$ cat config.mk
export PLATFORM = sky130hd
export DESIGN_NAME = uart_instr_loader
export DESIGN_NICKNAME = d
export VERILOG_FILES = /design/src/rtl/uart_instr_loader.sv
export SDC_FILE = /design/constraint.sdc
export NUM_CORES = 1
export LEC_CHECK = 0
export ABC_AREA = 1
export ABC_CLOCK_PERIOD_IN_PS = 9250
export CAP_MARGIN = 20
export CORE_ASPECT_RATIO = 1.75
export CORE_MARGIN = 5
export CORE_UTILIZATION = 60
export CTS_BUF_LIST = sky130_fd_sc_hd__clkbuf_2 sky130_fd_sc_hd__clkbuf_4 sky130_fd_sc_hd__clkbuf_8
export CTS_CLUSTER_DIAMETER = 150
export DETAILED_ROUTE_END_ITERATION = 6
export PLACE_DENSITY = 0.85
export SKIP_LAST_GASP = 1
export SLEW_MARGIN = 20
export SYNTH_ARGS = -nofsm -noshare
export SYNTH_HDL_FRONTEND = slang
export SYNTH_SLANG_ARGS = --single-unit
$ cat constraint.sdc
create_clock -name clk -period 9.25 [get_ports clk]
set_input_delay 1.3875 -clock clk [delete_from_list [all_inputs] [get_ports clk]]
set_output_delay 1.3875 -clock clk [all_outputs]
set_load 0.05 [all_outputs]
$ cat src/rtl/uart_instr_loader.sv
// UART instruction loader: receives a count byte N followed by N words of WORD_BYTES
// bytes (LSB first) and writes each completed word into the instruction memory port A.
`timescale 1ns / 1ps

module uart_instr_loader #(
  parameter int unsigned CLKS_PER_BIT = 868,
  parameter int unsigned WORD_BYTES   = 7,
  parameter int unsigned ADDR_W       = 8
) (
  input  logic                    clk,
  input  logic                    rst,
  input  logic                    UART_RXD,
  output logic                    wea,
  output logic [ADDR_W-1:0]       addra,
  output logic [8*WORD_BYTES-1:0] dina,
  output logic [ADDR_W-1:0]       instr_count,
  output logic                    load_done,
  output logic                    frame_err
);

  localparam int unsigned TimerW = $clog2(CLKS_PER_BIT);
  localparam int unsigned PosW   = $clog2(WORD_BYTES);
  localparam int unsigned DataW  = 8 * WORD_BYTES;
  localparam int unsigned AsmW   = 8 * (WORD_BYTES - 1);

  localparam logic [TimerW-1:0] HalfBit = TimerW'(CLKS_PER_BIT / 2);
  localparam logic [TimerW-1:0] BitEnd  = TimerW'(CLKS_PER_BIT - 1);
  localparam logic [PosW-1:0]   LastPos = PosW'(WORD_BYTES - 1);

  typedef enum logic [1:0] {RxIdle, RxStart, RxData, RxStop} rx_state_e;
  typedef enum logic [1:0] {LHdr, LData, LDone} ld_state_e;

  // Synchroniser and edge-detect history
  logic rx_meta_q, rx_meta_d;
  logic rxs_q, rxs_d;
  logic rxs_prev_q, rxs_prev_d;

  // Receiver
  rx_state_e         rx_state_q, rx_state_d;
  logic [TimerW-1:0] timer_q, timer_d;
  logic [2:0]        bit_idx_q, bit_idx_d;
  logic [7:0]        shift_q, shift_d;
  logic              byte_stb;
  logic              stop_err;

  // Loader
  ld_state_e         ld_state_q, ld_state_d;
  logic [ADDR_W-1:0] word_idx_q, word_idx_d;
  logic [PosW-1:0]   pos_q, pos_d;
  logic [AsmW-1:0]   asm_q, asm_d;
  logic              wea_q, wea_d;
  logic [ADDR_W-1:0] addra_q, addra_d;
  logic [DataW-1:0]  dina_q, dina_d;
  logic [ADDR_W-1:0] instr_count_q, instr_count_d;
  logic              load_done_q, load_done_d;
  logic              frame_err_q, frame_err_d;

  always_comb begin
    rx_meta_d  = UART_RXD;
    rxs_d      = rx_meta_q;
    rxs_prev_d = rxs_q;
  end

  always_comb begin
    rx_state_d = rx_state_q;
    timer_d    = timer_q;
    bit_idx_d  = bit_idx_q;
    shift_d    = shift_q;
    byte_stb   = 1'b0;
    stop_err   = 1'b0;
    unique case (rx_state_q)
      RxIdle: begin
        // Only a fresh falling edge starts a frame; a line stuck low is ignored.
        if (rxs_prev_q && !rxs_q) begin
          rx_state_d = RxStart;
          timer_d    = '0;
        end
      end
      RxStart: begin
        if (timer_q == HalfBit) begin
          timer_d    = '0;
          bit_idx_d  = '0;
          rx_state_d = rxs_q ? RxIdle : RxData;
        end else begin
          timer_d = timer_q + 1'b1;
        end
      end
      RxData: begin
        if (timer_q == BitEnd) begin
          timer_d = '0;
          shift_d = {rxs_q, shift_q[7:1]};
          if (bit_idx_q == 3'd7) begin
            rx_state_d = RxStop;
          end else begin
            bit_idx_d = bit_idx_q + 1'b1;
          end
        end else begin
          timer_d = timer_q + 1'b1;
        end
      end
      RxStop: begin
        if (timer_q == BitEnd) begin
          timer_d    = '0;
          rx_state_d = RxIdle;
          if (rxs_q) begin
            byte_stb = 1'b1;
          end else begin
            stop_err = 1'b1;
          end
        end else begin
          timer_d = timer_q + 1'b1;
        end
      end
      default: rx_state_d = RxIdle;
    endcase
  end

  always_comb begin
    ld_state_d    = ld_state_q;
    word_idx_d    = word_idx_q;
    pos_d         = pos_q;
    asm_d         = asm_q;
    wea_d         = 1'b0;
    addra_d       = addra_q;
    dina_d        = dina_q;
    instr_count_d = instr_count_q;
    // Registering the state delays load_done one cycle past the final wea.
    load_done_d   = load_done_q | (ld_state_q == LDone);
    frame_err_d   = frame_err_q | stop_err;
    unique case (ld_state_q)
      LHdr: begin
        if (byte_stb) begin
          instr_count_d = ADDR_W'(shift_q);
          word_idx_d    = '0;
          pos_d         = '0;
          if (shift_q == 8'd0) begin
            ld_state_d  = LDone;
            load_done_d = 1'b1;
          end else begin
            ld_state_d = LData;
          end
        end
      end
      LData: begin
        if (byte_stb) begin
          if (pos_q == LastPos) begin
            dina_d     = {shift_q, asm_q};
            wea_d      = 1'b1;
            addra_d    = word_idx_q;
            word_idx_d = word_idx_q + 1'b1;
            pos_d      = '0;
            if (word_idx_d == instr_count_q) begin
              ld_state_d = LDone;
            end
          end else begin
            for (int unsigned b = 0; b < WORD_BYTES - 1; b++) begin
              if (pos_q == PosW'(b)) begin
                asm_d[8*b +: 8] = shift_q;
              end
            end
            pos_d = pos_q + 1'b1;
          end
        end
      end
      LDone: ;
      default: ld_state_d = LHdr;
    endcase
  end

  always_ff @(posedge clk or posedge rst) begin
    if (rst) begin
      rx_meta_q     <= 1'b1;
      rxs_q         <= 1'b1;
      rxs_prev_q    <= 1'b1;
      rx_state_q    <= RxIdle;
      timer_q       <= '0;
      bit_idx_q     <= '0;
      shift_q       <= '0;
      ld_state_q    <= LHdr;
      word_idx_q    <= '0;
      pos_q         <= '0;
      asm_q         <= '0;
      wea_q         <= 1'b0;
      addra_q       <= '0;
      dina_q        <= '0;
      instr_count_q <= '0;
      load_done_q   <= 1'b0;
      frame_err_q   <= 1'b0;
    end else begin
      rx_meta_q     <= rx_meta_d;
      rxs_q         <= rxs_d;
      rxs_prev_q    <= rxs_prev_d;
      rx_state_q    <= rx_state_d;
      timer_q       <= timer_d;
      bit_idx_q     <= bit_idx_d;
      shift_q       <= shift_d;
      ld_state_q    <= ld_state_d;
      word_idx_q    <= word_idx_d;
      pos_q         <= pos_d;
      asm_q         <= asm_d;
      wea_q         <= wea_d;
      addra_q       <= addra_d;
      dina_q        <= dina_d;
      instr_count_q <= instr_count_d;
      load_done_q   <= load_done_d;
      frame_err_q   <= frame_err_d;
    end
  end

  assign wea         = wea_q;
  assign addra       = addra_q;
  assign dina        = dina_q;
  assign instr_count = instr_count_q;
  assign load_done   = load_done_q;
  assign frame_err   = frame_err_q;

endmodule

Word-level counts from Yosys, hierarchy flattened. Index checks and enable logic that the tools add are counted. Widths: inputs -> output; s select.

Memories kept: 0. Bits in writable memories: 0. Logic and storage cells: 119. Bits in read-only memories: 0. Output and inout bits: 75. Bits in latches: 0. Bits of input ports: 3. Register bits after elaboration: 162.

Muxes and demuxes: 41. Div/mod/pow operators: 0. Equality and inequality tests: 25. $lt $le $gt $ge: 0. Shift-type cells: 0. Add/subtract/negate cells: 4. Multiply operators: 0. Bitwise logic cells: 4. Reductions and logical operators: 23.

Operators by type and width (number): $reduce_and 4->1 (8); $mux 10 (3); $pmux 10 s3 (1); $mux 8 (3); $mux 2 (11); $ne 2x2->1 const B (10); $mux 3 (6); $pmux 8 s2 (1); $eq 3x3->1 const B (4); $mux 1 (12); $pmux 3 s2 (2); $add 10x1->10 const B (1); $eq 10x10->1 const B (1); $eq 10x9->1 const B (1); $reduce_and 5->1 (2); $add 8x1->8 const B (1); $eq 8x8->1 (1); $logic_not 8->1 (1); $pmux 2 s4 (1); $add 3x1->3 const B (2); $eq 2x2->1 const B (3); $eq 3x2->1 const B (2); $pmux 2 s3 (1); $reduce_and 3->1 (2); 11 further kinds (17).

Depth between registers and ports, before layout. Gate-level depths: netlist of run 1.

Word-level depth: 6. Gate-level depth with buffers: 13. Depth with buffers taken out: 13.

Least setup slack after synthesis of run 1. No wires, ideal clock.

Kind: register -> output. Start: register instr_count_q[2], in the netlist instr_count[2]. End: output port instr_count[2]. Path slack: 7233 ps. Path buffers: 0. Data required time: 7863 ps. Stages on the path, launching flop included: 1. Data arrival time: 629 ps. Path through: dfrtp_1.

RTL lines: start, declared (line 54) `logic [ADDR_W-1:0] instr_count_q, instr_count_d;`; start signal, assigned (line 204) `instr_count_q <= instr_count_d;`; end, declared (line 16) `output logic [ADDR_W-1:0] instr_count,`.

No word-level cell between the ends.

Worst setup path in the final report of run 1.
Start: register instr_count_q[2], in the netlist instr_count[2]. End: output port instr_count[2].

No word-level cell between the ends.

==> results of run 1 <==
==> path summary, 6_finish.rpt <==
| kind | from | endpoint | slack [ns] | depth (start not counted) |
|---|---|---|---|---|
| max | instr_count[2]$_DFFE_PP0P_ | instr_count[2] | 6.17 | 1 |
| min | rx_meta_q$_DFF_PP1_ | rxs_prev_d$_DFF_PP1_ | 0.36 | 0 |
| max reg2reg | timer_q[1]$_DFFE_PP0P_ | word_idx_q[0]$_DFFE_PP0P_ | 6.42 | 10 |
| min reg2reg | rx_meta_q$_DFF_PP1_ | rxs_prev_d$_DFF_PP1_ | 0.36 | 0 |
| max in group asynchronous | rst | word_idx_q[2]$_DFFE_PP0P_ | 6.62 | 3 |
| min in group asynchronous | rst | addra[3]$_DFFE_PP0P_ | 1.40 | 2 |
==> through the flow <==
stage	cell area (um^2)	setup WS [ns]	power, W	utilization (%)	hold slack, ns
after CTS	8030	6.14	0.00139	72.3	0.360
after global routing	8030	6.10	0.00144	72.3	0.365
final	8030	6.17	0.00138	72.3	0.360
after detailed placement	7620	5.74	0.000867	68.6	0.348
after global placement	7620	5.82	0.000856	68.6	0.347
after floorplan	6770	3.49	0.000834	-	0.345
==> cell type report <==
class	instances	share of cell area, %
sequential	162	50.5
multi-input combinational	485	28.1
timing repair buffer	79	9.83
inverter	93	4.42
clock buffer	19	3.26
tap	132	2.06
clock inverter	13	1.87
==> routing by layer <==
layer / vias to the layer above / GRT usage [%]
li1: 2567 / -
met1: 2606 / 27.5
met2: 158 / 41.8
met3: 36 / 5.20
met4: 0 / 11.3
met5: - / 0
==> state kept, by name, summed over array words and instances (netlist names), 2 cells and up, named ones only <==
signal,count
pos_q,3
asm_q,48
shift_q,8
bit_idx_q,3
timer_q,10
addra,8
word_idx_q,8
instr_count,8
dina,56
ld_state_q,2
==> placed cells by master, fill, tap and decap left out, types with 2 or more instances in the layout <==
cell type	count
xnor2_1	2
inv_1	90
clkinv_2	2
nand3_2	5
inv_6	5
o21ai_1	18
nand2_2	4
ha_1	6
nor2_2	2
nand2_1	257
clkinvlp_4	4
clkbuf_8	19
nand3_1	35
nor3_1	4
o22ai_1	7
dfstp_2	3
dfrtp_1	159
xor2_1	4
clkdlybuf4s50_1	77
bufinv_16	2
nand4_1	3
o21ai_0	98
a21oi_1	2
nor2_1	26
==> logic make-up (layout without fill, tap and decap cells) <==
group                    Yosys count  count (layout)  synth area share (%)
adder cells (fa/ha/maj)            6               6                  1.11
AO/OA/AOI/OAI                    129             129                  9.83
flip-flops                       162             162                  59.9
AND/OR/NAND/NOR                  344             344                  21.6
XOR/XNOR                           6               6                 0.776
buffers and inverters            115             204                  6.80
==> power groups by stage <==
stage                     Sequential, W  Clock (W)  Combinational, W
after floorplan                0.000749          0         0.0000847
after global placement         0.000751          0          0.000105
after detailed placement       0.000753          0          0.000114
after CTS                      0.000739   0.000533          0.000115
after global routing           0.000743   0.000569          0.000130
final                          0.000739   0.000525          0.000115
==> impl_metrics.env, run 1 <==
export IMPL_status="finished, final reports clean"
export IMPL_final_min_clock_period_ns=3.08
export IMPL_die_area_mm2=0.0136
export IMPL_synthToLayoutAreaGrowth_pct=18.6
export IMPL_htree_levels=4
export IMPL_comb_power_share_pct=8.3
export IMPL_worst_path_buf_inv=1
export IMPL_swShare_pct=26.4
export IMPL_post_cts_resized=0
export IMPL_totalNegativeSetupSlack_ns=0
export IMPL_rsz0062_at_grt="no"
export IMPL_max_freq_mhz=324
export IMPL_async_flop_share_pct=100
export IMPL_p_int_w=0.00101
export IMPL_met1_length_mm=5.86
export IMPL_synthTopCellsByArea="dfrtp_1 (59%), nand2_1 (14%), o21ai_0 (7.2%)"
export IMPL_post_synth_num_cell_types=35
export IMPL_clkPwrFrac_pct=38.1
export IMPL_cts_path_max_buffers=2
export IMPL_finalHoldViolCount=0
export IMPL_ys_ff_latch=162
export IMPL_top_layer="met4"
export IMPL_cpMaxStageDelayCell="clkdlybuf4s50_1"
export IMPL_maxCapViolations=0
export IMPL_cp_cell_sequence="clkdlybuf4s50_1"
export IMPL_vias=5367
export IMPL_rows=51
export IMPL_start_util_pct=61.0
export IMPL_wl_met3_um=660
export IMPL_avgSynthCellArea_um2=8.89
export IMPL_drive_gt1_share_pct=6.58
export IMPL_yosysSeqAreaShare_pct=59.9
export IMPL_cts_buffers=17
export IMPL_place_inst=951
export IMPL_skew_ns=0.0111
export IMPL_grt_pass1_vias=5469
export IMPL_synth_top_area_share_pct=58.8
export IMPL_netlist_instances=762
export IMPL_wl_per_cell_um=15.5
export IMPL_register_area_mm2=0.00406
export IMPL_drtAntennaViolNets=0
export IMPL_synth_area_mm2=0.00677
export IMPL_grt_max_degree=98
export IMPL_chipHeight_um=151
export IMPL_diodes=0
export IMPL_critical_path_class="reg -> out"
export IMPL_maxSlewHeadroom_pct=42.6
export IMPL_synth_top_cell_by_area="dfrtp_1"
export IMPL_final_nets=847
export IMPL_place_detailed_hpwl_mm=10.5
export IMPL_power_density_mw_per_mm2=172
export IMPL_crit_arrival_ns=1.70
export IMPL_synth_edf_count=0
export IMPL_period_share_pct=33.3
export IMPL_clk_pin_slew_ns=0.09
export IMPL_met2_length_mm=8.34
export IMPL_crit_family="buffers and inverters"
export IMPL_slowest_delay_ns=0.83
export IMPL_tightest_slew_ns=0.862
export IMPL_setup_violations=0
export IMPL_gp_congestion=0.840
export IMPL_p_leak_nw=4.02
export IMPL_yosys_top_cells_count="nand2_1 (257), dfrtp_1 (159), o21ai_0 (98)"
export IMPL_yosysWarnings=0
export IMPL_drc=0
export IMPL_report_final_slew_viol_count=0
export IMPL_fillers=834
export IMPL_postRouteWirelength_mm=15.3
export IMPL_multi_input_area_mm2=0.00225
export IMPL_grt_use_total_pct=23.8
export IMPL_crit_path_end_kind="primary output"
export IMPL_antenna_found_initial=0
export IMPL_io_buffers=77
export IMPL_dr_pass1_iters=6
export IMPL_cp_start_kind="register"
export IMPL_postCtsHoldBufs=0
export IMPL_cts_setup_buffers=0
export IMPL_p_sw_w=0.000364
export IMPL_cp_max_fo=4
export IMPL_root_buffer="clkbuf_8"
export IMPL_cts_tree="yes"
export IMPL_pwr_share_seq_pct=53.6
export IMPL_core_area_mm2=0.0111
export IMPL_grt_overflow_total=0
export IMPL_die_w_um=90.3
export IMPL_synth_most_common_cell="nand2_1"
export IMPL_irDropWorstVdd_mv=0.155
export IMPL_hold_class="reg -> reg"
export IMPL_syn_nets=771
export IMPL_crit_required_ns=7.86
export IMPL_cts_sinks=162
export IMPL_drt_iter0_drc=354
export IMPL_vias_per_cell=5.46
export IMPL_ys_flop_type="dfrtp_1"
export IMPL_io_pin_count=78
export IMPL_grt_first_pass_wirelength_mm=26.0
export IMPL_insertion_delay_ns=0.45
export IMPL_final_cells=983
Note: power is estimated with default switching activity, not from simulation.
==> inputs of run 2 (changes only) <==
--- a/config.mk
+++ b/config.mk
@@ -6,15 +6,15 @@
 export NUM_CORES = 1
 export LEC_CHECK = 0
 export ABC_AREA = 1
-export ABC_CLOCK_PERIOD_IN_PS = 9250
+export ABC_CLOCK_PERIOD_IN_PS = 2500
 export CAP_MARGIN = 20
 export CORE_ASPECT_RATIO = 1.75
 export CORE_MARGIN = 5
-export CORE_UTILIZATION = 60
+export CORE_UTILIZATION = 52
 export CTS_BUF_LIST = sky130_fd_sc_hd__clkbuf_2 sky130_fd_sc_hd__clkbuf_4 sky130_fd_sc_hd__clkbuf_8
 export CTS_CLUSTER_DIAMETER = 150
 export DETAILED_ROUTE_END_ITERATION = 6
-export PLACE_DENSITY = 0.85
+export PLACE_DENSITY = 0.78
 export SKIP_LAST_GASP = 1
 export SLEW_MARGIN = 20
 export SYNTH_ARGS = -nofsm -noshare
==> constraint.sdc (replaced) <==
create_clock -name clk -period 2.5 [get_ports clk]
set_input_delay 0.375 -clock clk [delete_from_list [all_inputs] [get_ports clk]]
set_output_delay 0.375 -clock clk [all_outputs]
set_load 0.05 [all_outputs]
==> run 2 against run 1 <==
Against the previous run: wire length decreased by 0.75%; global-route usage down 2.4 points; die area increased by 14%; register-to-register slack got worse by 5.9 ns; sequential share of layout area shrank 0.84 points; critical path type unchanged; critical endpoint is now instr_count[5]; largest cell class unchanged; largest power group unchanged; highest routed layer unchanged.
==> impl_metrics.env, run 2 (synthesized netlist as in run 1, its figures left out) <==
export IMPL_core_area_mm2=0.0129
export IMPL_hold_class="in -> reg"
export IMPL_final_min_clock_period_ns=2.09
export IMPL_dr_pass1_iters=4
export IMPL_place_inst=994
export IMPL_final_area_mm2=0.00817
export IMPL_grt_max_degree=110
export IMPL_max_freq_mhz=478
export IMPL_final_core_util_pct=63.5
export IMPL_final_nets=851
export IMPL_chipHeight_um=161
export IMPL_setup_violations=0
export IMPL_wl_per_cell_um=14.8
export IMPL_cp_cell_sequence="clkdlybuf4s50_1"
export IMPL_drive_gt1_share_pct=7.02
export IMPL_fillers=1081
export IMPL_final_common_cell="nand2_1"
export IMPL_tightest_slew_ns=0.666
export IMPL_irDropWorstVdd_mv=0.425
export IMPL_crit_path_end_kind="primary output"
export IMPL_skew_ns=0.0199
export IMPL_critical_path_class="reg -> out"
export IMPL_cts_tree="yes"
export IMPL_cpMaxStageDelayCell="clkdlybuf4s50_1"
export IMPL_crit_required_ns=2.12
export IMPL_post_cts_resized=0
export IMPL_grt_use_total_pct=21.3
export IMPL_cts_buffers=17
export IMPL_grt_pass1_vias=5162
export IMPL_antenna_found_initial=0
export IMPL_gp_congestion=0.923
export IMPL_grt_overflow_total=0
export IMPL_status="finished, final reports clean"
export IMPL_report_final_slew_viol_count=0
export IMPL_cts_setup_buffers=0
export IMPL_most_common_layout_cells="nand2_1 (257), dfrtp_1 (159), o21ai_0 (98), inv_1 (90), clkdlybuf4s50_1 (77)"
export IMPL_cp_start_kind="register"
export IMPL_root_buffer="clkbuf_8"
export IMPL_rows=55
export IMPL_totalNegativeSetupSlack_ns=0
export IMPL_vias_per_cell=5.12
export IMPL_io_buffers=77
export IMPL_largest_reg_flops=56
export IMPL_diodes=0
export IMPL_drt_iter0_drc=462
export IMPL_die_w_um=96.3
export IMPL_vias=5258
export IMPL_crit_family="buffers and inverters"
export IMPL_dp_slack_ns=0.552
export IMPL_slowest_delay_ns=0.84
export IMPL_drtAntennaViolNets=0
export IMPL_drc=0
export IMPL_crit_arrival_ns=1.72
export IMPL_period_share_pct=83.7
export IMPL_postLayoutSetupSlackWorst_ns=0.407
export IMPL_postCtsHoldBufs=0
export IMPL_worst_path_buf_inv=1
export IMPL_clk_pin_slew_ns=0.09
export IMPL_insertion_delay_ns=0.45
export IMPL_cts_path_max_buffers=2
export IMPL_cp_max_fo=4
export IMPL_p_leak_nw=4.07
export IMPL_finalHoldViolCount=0
export IMPL_die_area_mm2=0.0155
export IMPL_place_detailed_hpwl_mm=10.2
export IMPL_place_area_mm2=0.00773
export IMPL_cts_sinks=162
export IMPL_htree_levels=4
export IMPL_start_util_pct=52.6
export IMPL_final_cells=1026
export IMPL_grt_first_pass_wirelength_mm=25.4
export IMPL_synthToLayoutAreaGrowth_pct=20.6
export IMPL_rsz0062_at_grt="no"
export IMPL_io_pin_count=78
export IMPL_maxCapViolations=0
export IMPL_postRouteWirelength_mm=15.2
export IMPL_maxSlewHeadroom_pct=55.6
export IMPL_power_density_mw_per_mm2=639
-- run 2: cell types whose count changed in the layout (fill, tap and decap cells not counted), sizes merged --
cell / delta
buf: +4
bufinv: +1
clkbuf: -2
clkinv: +5
clkinvlp: -3
inv: -1
-- run 2: final timing paths --
path / slack, ns / cells past startpoint / to / from
worst max-delay path: 0.41 / 1 / instr_count[5] / instr_count[5]$_DFFE_PP0P_
worst min-delay path: 0.33 / 1 / rx_meta_q$_DFF_PP1_ / UART_RXD
worst max register to register: 0.52 / 8 / asm_q[23]$_DFFE_PP0P_ / timer_q[1]$_DFFE_PP0P_
worst min register to register: 0.37 / 0 / rxs_prev_d$_DFF_PP1_ / rx_meta_q$_DFF_PP1_
max in group asynchronous: 1.52 / 3 / asm_q[17]$_DFFE_PP0P_ / rst
min in group asynchronous: 0.46 / 3 / word_idx_q[0]$_DFFE_PP0P_ / rst
-- run 2: power breakdown --
part	total (W)	leakage [nW]	internal, W	switching, W
sequential	0.00273	2.24	0.00268	0.0000540
clock	0.00206	0.220	0.00102	0.00104
combinational	0.000424	1.60	0.000128	0.000297
-- run 2: metal layers --
metal	up-vias	global-route usage, %	share of wire (%)
met2	121	36.9	53
met5	-	0	0
met3	32	4.55	4.2
met4	0	8.03	3.2
li1	2571	-	-
met1	2534	25.5	39
-- run 2: layout make-up --
cell class | count | area [um^2] | area share [%]
sequential | 162 | 4060 | 49.7
multi-input combinational | 485 | 2250 | 27.6
timing repair buffer | 83 | 853 | 10.4
inverter | 93 | 354 | 4.34
clock buffer | 17 | 234 | 2.86
tap | 171 | 214 | 2.62
clock inverter | 15 | 201 | 2.47
-- run 2: stage by stage --
stage,hold WS (ns),power (W)
floorplan,0.345,0.00309
global placement,0.346,0.00320
detailed placement,0.355,0.00321
CTS,0.300,0.00525
global route,0.303,0.00546
finish,0.326,0.00522
==> inputs of run 3 (changes only) <==
--- a/config.mk
+++ b/config.mk
@@ -6,7 +6,7 @@
 export NUM_CORES = 1
 export LEC_CHECK = 0
 export ABC_AREA = 1
-export ABC_CLOCK_PERIOD_IN_PS = 2500
+export ABC_CLOCK_PERIOD_IN_PS = 1700
 export CAP_MARGIN = 20
 export CORE_ASPECT_RATIO = 1.75
 export CORE_MARGIN = 5
==> constraint.sdc (replaced) <==
create_clock -name clk -period 1.7 [get_ports clk]
set_input_delay 0.255 -clock clk [delete_from_list [all_inputs] [get_ports clk]]
set_output_delay 0.255 -clock clk [all_outputs]
set_load 0.05 [all_outputs]
==> run 3 against run 2 <==
Against the previous run: the run now ends with setup timing left; first-iteration DRC count fell by 7.4%; clock power rose by 33%; non-clock buffer count rose by 80; global-route usage rose by 0.74 points; utilization rose by 8.4 points; critical endpoint is now asm_q[37]$_DFFE_PP0P_; largest cell class unchanged.
==> impl_metrics.env, run 3 (synthesized netlist as in run 1, its figures left out) <==
export IMPL_totalNegativeSetupSlack_ns=-9.96
export IMPL_chipHeight_um=161
export IMPL_final_core_util_pct=71.9
export IMPL_skew_ns=0.0160
export IMPL_cts_buffers=17
export IMPL_gp_congestion=0.898
export IMPL_final_min_clock_period_ns=1.88
export IMPL_final_area_mm2=0.00925
export IMPL_violations="setup timing"
export IMPL_io_pin_count=78
export IMPL_p_sw_w=0.00233
export IMPL_crit_required_ns=2.05
export IMPL_period_share_pct=110
export IMPL_irDropWorstVdd_mv=0.911
export IMPL_final_common_cell="nand2_1"
export IMPL_io_buffers=77
export IMPL_postLayoutSetupSlackWorst_ns=-0.178
export IMPL_grt_first_pass_wirelength_mm=26.3
export IMPL_finalHoldViolCount=0
export IMPL_comb_power_share_pct=15.1
export IMPL_rsz0062_at_grt="yes"
export IMPL_cts_sinks=162
export IMPL_power_density_mw_per_mm2=862
export IMPL_swShare_pct=29.2
export IMPL_final_nets=934
export IMPL_diodes=0
export IMPL_setup_violations=132
export IMPL_wl_per_cell_um=17.2
export IMPL_drc=0
export IMPL_cpMaxStageDelayCell="dfrtp_1"
export IMPL_die_w_um=96.3
export IMPL_hold_class="in -> reg"
export IMPL_maxSlewHeadroom_pct=68.0
export IMPL_p_int_w=0.00564
export IMPL_clk_pin_slew_ns=0.09
export IMPL_core_area_mm2=0.0129
export IMPL_cp_start_kind="register"
export IMPL_drt_iter0_drc=428
export IMPL_drive_gt1_share_pct=31.4
export IMPL_start_util_pct=52.6
export IMPL_synthToLayoutAreaGrowth_pct=36.5
export IMPL_postRouteWirelength_mm=19.1
export IMPL_dr_pass1_iters=5
export IMPL_p_leak_nw=4.77
export IMPL_drtAntennaViolNets=0
export IMPL_max_freq_mhz=532
export IMPL_status="complete, but fails checks"
export IMPL_pwr_share_seq_pct=50.5
export IMPL_insertion_delay_ns=0.46
export IMPL_rows=55
export IMPL_largest_reg_flops=56
export IMPL_grt_use_total_pct=22.1
export IMPL_antenna_found_initial=0
export IMPL_grt_max_degree=80
export IMPL_cts_tree="yes"
export IMPL_crit_arrival_ns=2.23
export IMPL_slowest_delay_ns=0.37
export IMPL_dp_slack_ns=-0.119
export IMPL_grt_pass1_vias=5474
export IMPL_tightest_slew_ns=0.478
export IMPL_cts_path_max_buffers=2
export IMPL_place_detailed_hpwl_mm=10.7
export IMPL_htree_levels=4
export IMPL_cp_max_fo=8
export IMPL_maxCapViolations=0
export IMPL_clkPwrFrac_pct=34.4
export IMPL_root_buffer="clkbuf_8"
export IMPL_finalPower_w=0.00797
export IMPL_fillers=877
export IMPL_die_area_mm2=0.0155
export IMPL_vias=5959
export IMPL_most_common_layout_cells="nand2_1 (237), dfrtp_1 (157), buf_4 (136), inv_1 (84), o21ai_1 (48)"
export IMPL_cp_cell_sequence="ha_2 > inv_2 > nor4_4 > nand4_4 > buf_4 > nor2_4 > nand3_2 > nand2_1 > o21ai_1"
export IMPL_report_final_slew_viol_count=0
export IMPL_grt_overflow_total=0
export IMPL_crit_path_end_kind="register"
export IMPL_place_area_mm2=0.00797
export IMPL_vias_per_cell=5.37
export IMPL_critical_path_class="reg -> reg"
run 3: cell types whose count changed in the layout (fill, tap and decap cells not counted), moves of 12 or more:
cell and delta:
clkdlybuf4s50_1 -75, nand2_2 +12, nand2_1 -20, o21ai_2 +20, buf_4 +133, o21ai_0 -51
o21ai_1 +30
run 3: worst paths after layout:
path	startpoint	to	slack (ns)	cells past startpoint
max in group asynchronous	rst	asm_q[45]$_DFFE_PP0P_	1.06	3
hold / removal	UART_RXD	rx_meta_q$_DFF_PP1_	0.20	1
hold reg to reg	rx_meta_q$_DFF_PP1_	rxs_prev_d$_DFF_PP1_	0.36	0
setup / recovery	timer_q[0]$_DFFE_PP0P_	asm_q[37]$_DFFE_PP0P_	-0.18	9
setup reg to reg	timer_q[0]$_DFFE_PP0P_	asm_q[37]$_DFFE_PP0P_	-0.18	9
min in group asynchronous	rst	addra[6]$_DFFE_PP0P_	0.28	3
run 3: area by class of cell:
cell class	instances	area, um^2	area share (%)
Clock buffer	17	234	2.53
Multi-Input combinational cell	488	2700	29.2
Clock inverter	15	153	1.65
Inverter	93	370	4.01
Timing Repair Buffer	163	1510	16.4
Tap cell	171	214	2.31
Sequential cell	162	4060	43.9
run 3: power by group through the flow:
stage	Clock, W	Combinational, W	Sequential [W]
after floorplan	0	0.000462	0.00408
after global placement	0	0.000789	0.00408
after detailed placement	0	0.000799	0.00408
after CTS	0.00275	0.000826	0.00401
after global routing	0.00293	0.00133	0.00403
final	0.00274	0.00121	0.00402
run 3: worst max-delay path, delay by kind of cell (launching register included):
family | cells | cell delay, ns
buffers and inverters | 2 | 0.25
DFF | 1 | 0.37
adders and majority gates | 1 | 0.20
AOI/OAI and AO/OA | 1 | 0.07
and+or+nand+nor | 5 | 0.89
run 3: per-stage QoR:
stage / std cells / hold slack [ns]
global placement: 1044 / 0.347
floorplan: 762 / 0.259
finish: 1109 / 0.200
global route: 1109 / 0.193
CTS: 1087 / 0.199
detailed placement: 1044 / 0.348
run 3: what timing repair did:
| item | 4_1_cts | 5_1_grt |
|---|---|---|
| cloned | 2 | 10 |
| hold buffers | 0 | 0 |
| buffers inserted | 9 | 16 |
| pin swaps | 0 | 25 |
| setup endpoints to repair | 123 | 156 |
| resized for setup | 24 | 147 |
run 3: metal layers:
layer	global-route usage (%)	share of wire (%)
met5	0	0
met4	9.26	4.4
met3	3.61	5.6
met2	38.4	53
met1	26.4	37
